==> src/rtl/noc_rr_arbiter.sv <==
// N-requester switch-allocation arbiter: fixed-priority or round-robin,
// registered one-hot grant with encoded index, and a lock that holds a grant across a packet.
module noc_rr_arbiter #(
   parameter int N_REQ   = 4,
   parameter bit RR_MODE = 1'b1,
   localparam int IDX_W  = $clog2(N_REQ)
) (
   input  logic             clk,
   input  logic             arst_n,
   input  logic [N_REQ-1:0] req_i,
   input  logic             lock_i,
   output logic [N_REQ-1:0] grant_o,
   output logic [IDX_W-1:0] grant_idx_o,
   output logic             valid_o
);

   localparam int unsigned N_U = N_REQ;

   typedef enum logic [1:0] {
      D_IDLE,
      D_HOLD,
      D_ARB
   } decision_e;

   decision_e        decision;
   logic [N_REQ-1:0] grant_q, grant_d;
   logic [IDX_W-1:0] idx_q, idx_d;
   logic [IDX_W-1:0] ptr_q, ptr_d;
   logic             valid_q, valid_d;

   logic [IDX_W-1:0] win_idx;
   logic             win_found;
   int unsigned      scan_base;
   int unsigned      cand;

   // Scan starts at ptr_q in round-robin mode and at 0 in fixed mode; first hit wins.
   always_comb begin
      win_idx   = '0;
      win_found = 1'b0;
      cand      = 0;
      scan_base = RR_MODE ? int'(ptr_q) : 0;
      for (int unsigned i = 0; i < N_U; i++) begin
         cand = scan_base + i;
         if (cand >= N_U) cand = cand - N_U;
         if (!win_found && req_i[cand[IDX_W-1:0]]) begin
            win_found = 1'b1;
            win_idx   = cand[IDX_W-1:0];
         end
      end
   end

   // A dropped granted request overrides lock_i and falls straight into arbitration.
   always_comb begin
      decision = D_IDLE;
      grant_d  = grant_q;
      idx_d    = idx_q;
      ptr_d    = ptr_q;
      valid_d  = valid_q;

      if (valid_q && lock_i && req_i[idx_q]) begin
         decision = D_HOLD;
      end else if (win_found) begin
         decision = D_ARB;
      end

      case (decision)
         D_ARB: begin
            grant_d          = '0;
            grant_d[win_idx] = 1'b1;
            idx_d            = win_idx;
            valid_d          = 1'b1;
            if (RR_MODE) begin
               ptr_d = (win_idx == IDX_W'(N_REQ - 1)) ? '0 : win_idx + 1'b1;
            end
         end
         D_IDLE: begin
            grant_d = '0;
            valid_d = 1'b0;
         end
         default: ;
      endcase
   end

   always_ff @(posedge clk or negedge arst_n) begin
      if (!arst_n) begin
         grant_q <= '0;
         idx_q   <= '0;
         ptr_q   <= '0;
         valid_q <= 1'b0;
      end else begin
         grant_q <= grant_d;
         idx_q   <= idx_d;
         ptr_q   <= ptr_d;
         valid_q <= valid_d;
      end
   end

   assign grant_o     = grant_q;
   assign grant_idx_o = idx_q;
   assign valid_o     = valid_q;

   a_onehot0 : assert property (@(posedge clk) disable iff (!arst_n) $onehot0(grant_q));
   a_valid   : assert property (@(posedge clk) disable iff (!arst_n) valid_q == (|grant_q));

endmodule

==> config.mk <==
export PLATFORM = sky130hd
export DESIGN_NAME = noc_rr_arbiter
export DESIGN_NICKNAME = d
export VERILOG_FILES = /design/src/rtl/noc_rr_arbiter.sv
export SDC_FILE = /design/constraint.sdc
export NUM_CORES = 1
export LEC_CHECK = 0
export CORE_AREA = 2 2 39 41
export CTS_BUF_LIST = sky130_fd_sc_hd__clkbuf_2
export CTS_CLUSTER_DIAMETER = 100
export DETAILED_ROUTE_END_ITERATION = 8
export DIE_AREA = 0 0 41 43
export GPL_TIMING_DRIVEN = 0
export PLACE_DENSITY = 0.75
export SKIP_CTS_REPAIR_TIMING = 1
export SYNTH_ARGS = -nofsm -noshare
export SYNTH_HDL_FRONTEND = slang
export SYNTH_SLANG_ARGS = --single-unit
==> constraint.sdc <==
create_clock -name clk -period 2.15 [get_ports clk]
set_input_delay 0.5375 -clock clk [delete_from_list [all_inputs] [get_ports clk]]
set_output_delay 0.5375 -clock clk [all_outputs]
set_load 0.02 [all_outputs]
==> flow_summary.yaml, run 1 <==
outcome:
  status: "complete, no violations"
clock_tree:
  cts_made_buffers: 3
  cts-root-buf: "clkbuf_2"
  clockBufferDepth: 2
  h-tree-depth: 1
  tritoncts: "yes"
  insertion_delay_ps: 250
  cts_sinks: 9
  cts.clk_slew.worst_paths_ps: 90
sta:
  layout_setup_ws_ps: 320
  min_period_ps: 1830
  tightest_slew_ps: 388
  drv_slew: 0
  hold_viol: 0
  timing.hold.ws_ps: 493
  fin_skew_ps: 11.0
  finalSetupViolations: 0
  fin_crit_sh: 0.851
  slew_headroom: 0.741
  fmax_ghz: 0.546
  rsz0062_at_grt: "false"
detailed_routing:
  routedLengthMet1_microns: 473
  vias_per_cell: 5.14
  drc: 0
  vias: 478
  wl_met2_microns: 591
  routedWlPerCell_microns: 12.0
  route.top_layer_used: "met4"
  drt_iter0_markers: 1
  wl_mm: 1.11
  drtAntennaViolNets: 0
  first_pass_iters: 3
  wl_met3_microns: 20
die:
  die_h_microns: 43
  start_util: 0.395
  dieArea_sq_mm: 0.00176
  die_w_microns: 41
  core_region_area_sq_mm: 0.00138
  rows: 14
  ios: 14
final_layout:
  layout_common_cells: "nand2_1 (9), dfrtp_1 (9), clkdlybuf4s50_1 (9), o21ai_1 (5)"
  nets: 89
  syn_to_final_growth_pct: 39.4
  antenna_cells: 0
  drive_above_1_share: 0.182
  final_area_sq_um: 762
  final_util: 0.551
grt:
  grt_max_degree: 11
  grt_overflow_total: 0
  grt_pass1_vias: 417
  grt.total_usage: 0.136
  grt_pass1_wl_mm: 1.61
  antenna_found_initial: 0
logic_synthesis:
  ys_ff_latch: 9
  synth_warnings: 0
  synth_cell_type_count: 24
  netlist_instances: 57
  syn-cell-area_sq_um: 547
  yosysSeqAreaShare: 0.412
  avgSynthCellArea_sq_um: 9.59
  synth_fp_nets: 68
hold_path:
  hold_class: "reg -> reg"
setup_path:
  worstPathRequired_ps: 1610
  critPathLaunchType: "register"
  critPathBufInv: 1
  criticalPathCategory: "reg -> out"
  worstPathArrival_ps: 1290
  path_cells: "clkdlybuf4s50_1"
  crit_path_max_fanout: 4
  critical_path.max_stage_delay_ps: 620
  endpoint_kind: "output port"
  cp_top_family: "buffers and inverters"
  cpMaxStageDelayCell: "clkdlybuf4s50_1"
placed_design:
  gp_congestion: 0.778
  dpl_worst_slack_ps: -411
  dp_hpwl_microns: 813
  port_buffers: 13
  dpl_cell_area_sq_um: 697
pwr:
  peakVddDrop_mv: 0.536
  leakage_nw: 0.376
  p_per_area_mw_per_mm2: 1200
flow_run:
  drv_cap: 0
[worst paths after layout]
path | startpoint | to | slack (ps) | cells after the start
worst max-delay path | grant_idx_o[0] | grant_idx_o[0] | 320 | 1
worst min-delay path | grant_o[1] | grant_o[1] | 490 | 2
worst max register to register | ptr_q[1] | ptr_q[1] | 430 | 6
worst min register to register | grant_o[1] | grant_o[1] | 490 | 2
max in group asynchronous | arst_n | grant_idx_o[1] | 1300 | 1
min in group asynchronous | arst_n | grant_o[3] | 560 | 1
[power by group]
| part | internal, mW | leakage, nW | switching (mW) |
|---|---|---|---|
| clock | 0.0494 | 0.0166 | 0.0582 |
| sequential | 0.240 | 0.109 | 0.0594 |
| combinational | 0.253 | 0.250 | 0.255 |
| total | 0.543 | 0.376 | 0.373 |
[cells in the mapped netlist]
master	number	area, sq um
dfrtp_1	9	225
nand2_1	9	33.8
o21ai_1	5	25.0
ha_1	4	50.1
inv_1	4	15.0
a21oi_1	3	15.0
nor2_1	3	11.3
mux2_1	2	22.5
mux2i_1	2	20.0
nand2b_1	2	12.5
a221oi_2	1	15.0
and2_1	1	6.26
buf_2	1	5.00
inv_2	1	3.75
nand3_1	1	5.00
nand3b_1	1	7.51
nor3_1	1	5.00
nor3b_1	1	7.51
nor4_4	1	21.3
o21ai_0	1	5.00
o22ai_1	1	6.26
o22ai_2	1	12.5
o31ai_1	1	7.51
o41ai_1	1	8.76
[cell type report]
cell class	count	area [sq um]
Buffer	1	5.00
Timing Repair Buffer	16	163
Tap cell	16	20.0
Multi-Input combinational cell	42	310
Sequential cell	9	225
Clock buffer	4	20.0
Inverter	5	18.8
Fill cell	116	622
[cells by family (layout without fill, tap and decap cells)]
group                    Yosys count  after routing  share of synthesized area
AO/OA/AOI/OAI                     14             14                      0.174
adder cells (fa/ha/maj)            4              4                     0.0915
buffers and inverters              6             26                     0.0435
flip-flops                         9              9                      0.412
multiplexers                       4              4                     0.0778
AND/OR/NAND/NOR                   20             20                      0.201
[per-stage QoR]
| stage | std cells | setup TNS (ps) | power [mW] |
|---|---|---|---|
| 4_1_cts | 90 | -277 | 0.874 |
| 2_1_floorplan | 57 | 0 | 0.592 |
| 6_report | 93 | 0 | 0.915 |
| 3_5_place_dp | 86 | -1510 | 0.767 |
| 5_1_grt | 93 | 0 | 0.991 |
| 3_3_place_gp | 86 | -1250 | 0.752 |
[registers in the layout, summed over array words and instances (netlist names)]
name         flops
valid_o          1
grant_idx_o      2
ptr_q            2
grant_o          4
[per-layer routing]
| metal | global-route usage | up-vias |
|---|---|---|
| met5 | 0 | - |
| met4 | 0.100 | 0 |
| met3 | 0.0157 | 4 |
| met2 | 0.197 | 8 |
| met1 | 0.177 | 221 |
| li1 | - | 245 |
(Power assumes the default switching activity.)
==> run 2, diff against run 1 <==
- CTS_CLUSTER_DIAMETER: 100 -> 120
==> results of run 2 <==
No change in the layout: final DEF, timing and power equal those of run 1.
==> run 3, diff against run 2 <==
- CAP_MARGIN: default -> 20
==> results of run 3 <==
No change in the layout: final DEF, timing and power equal those of run 1.
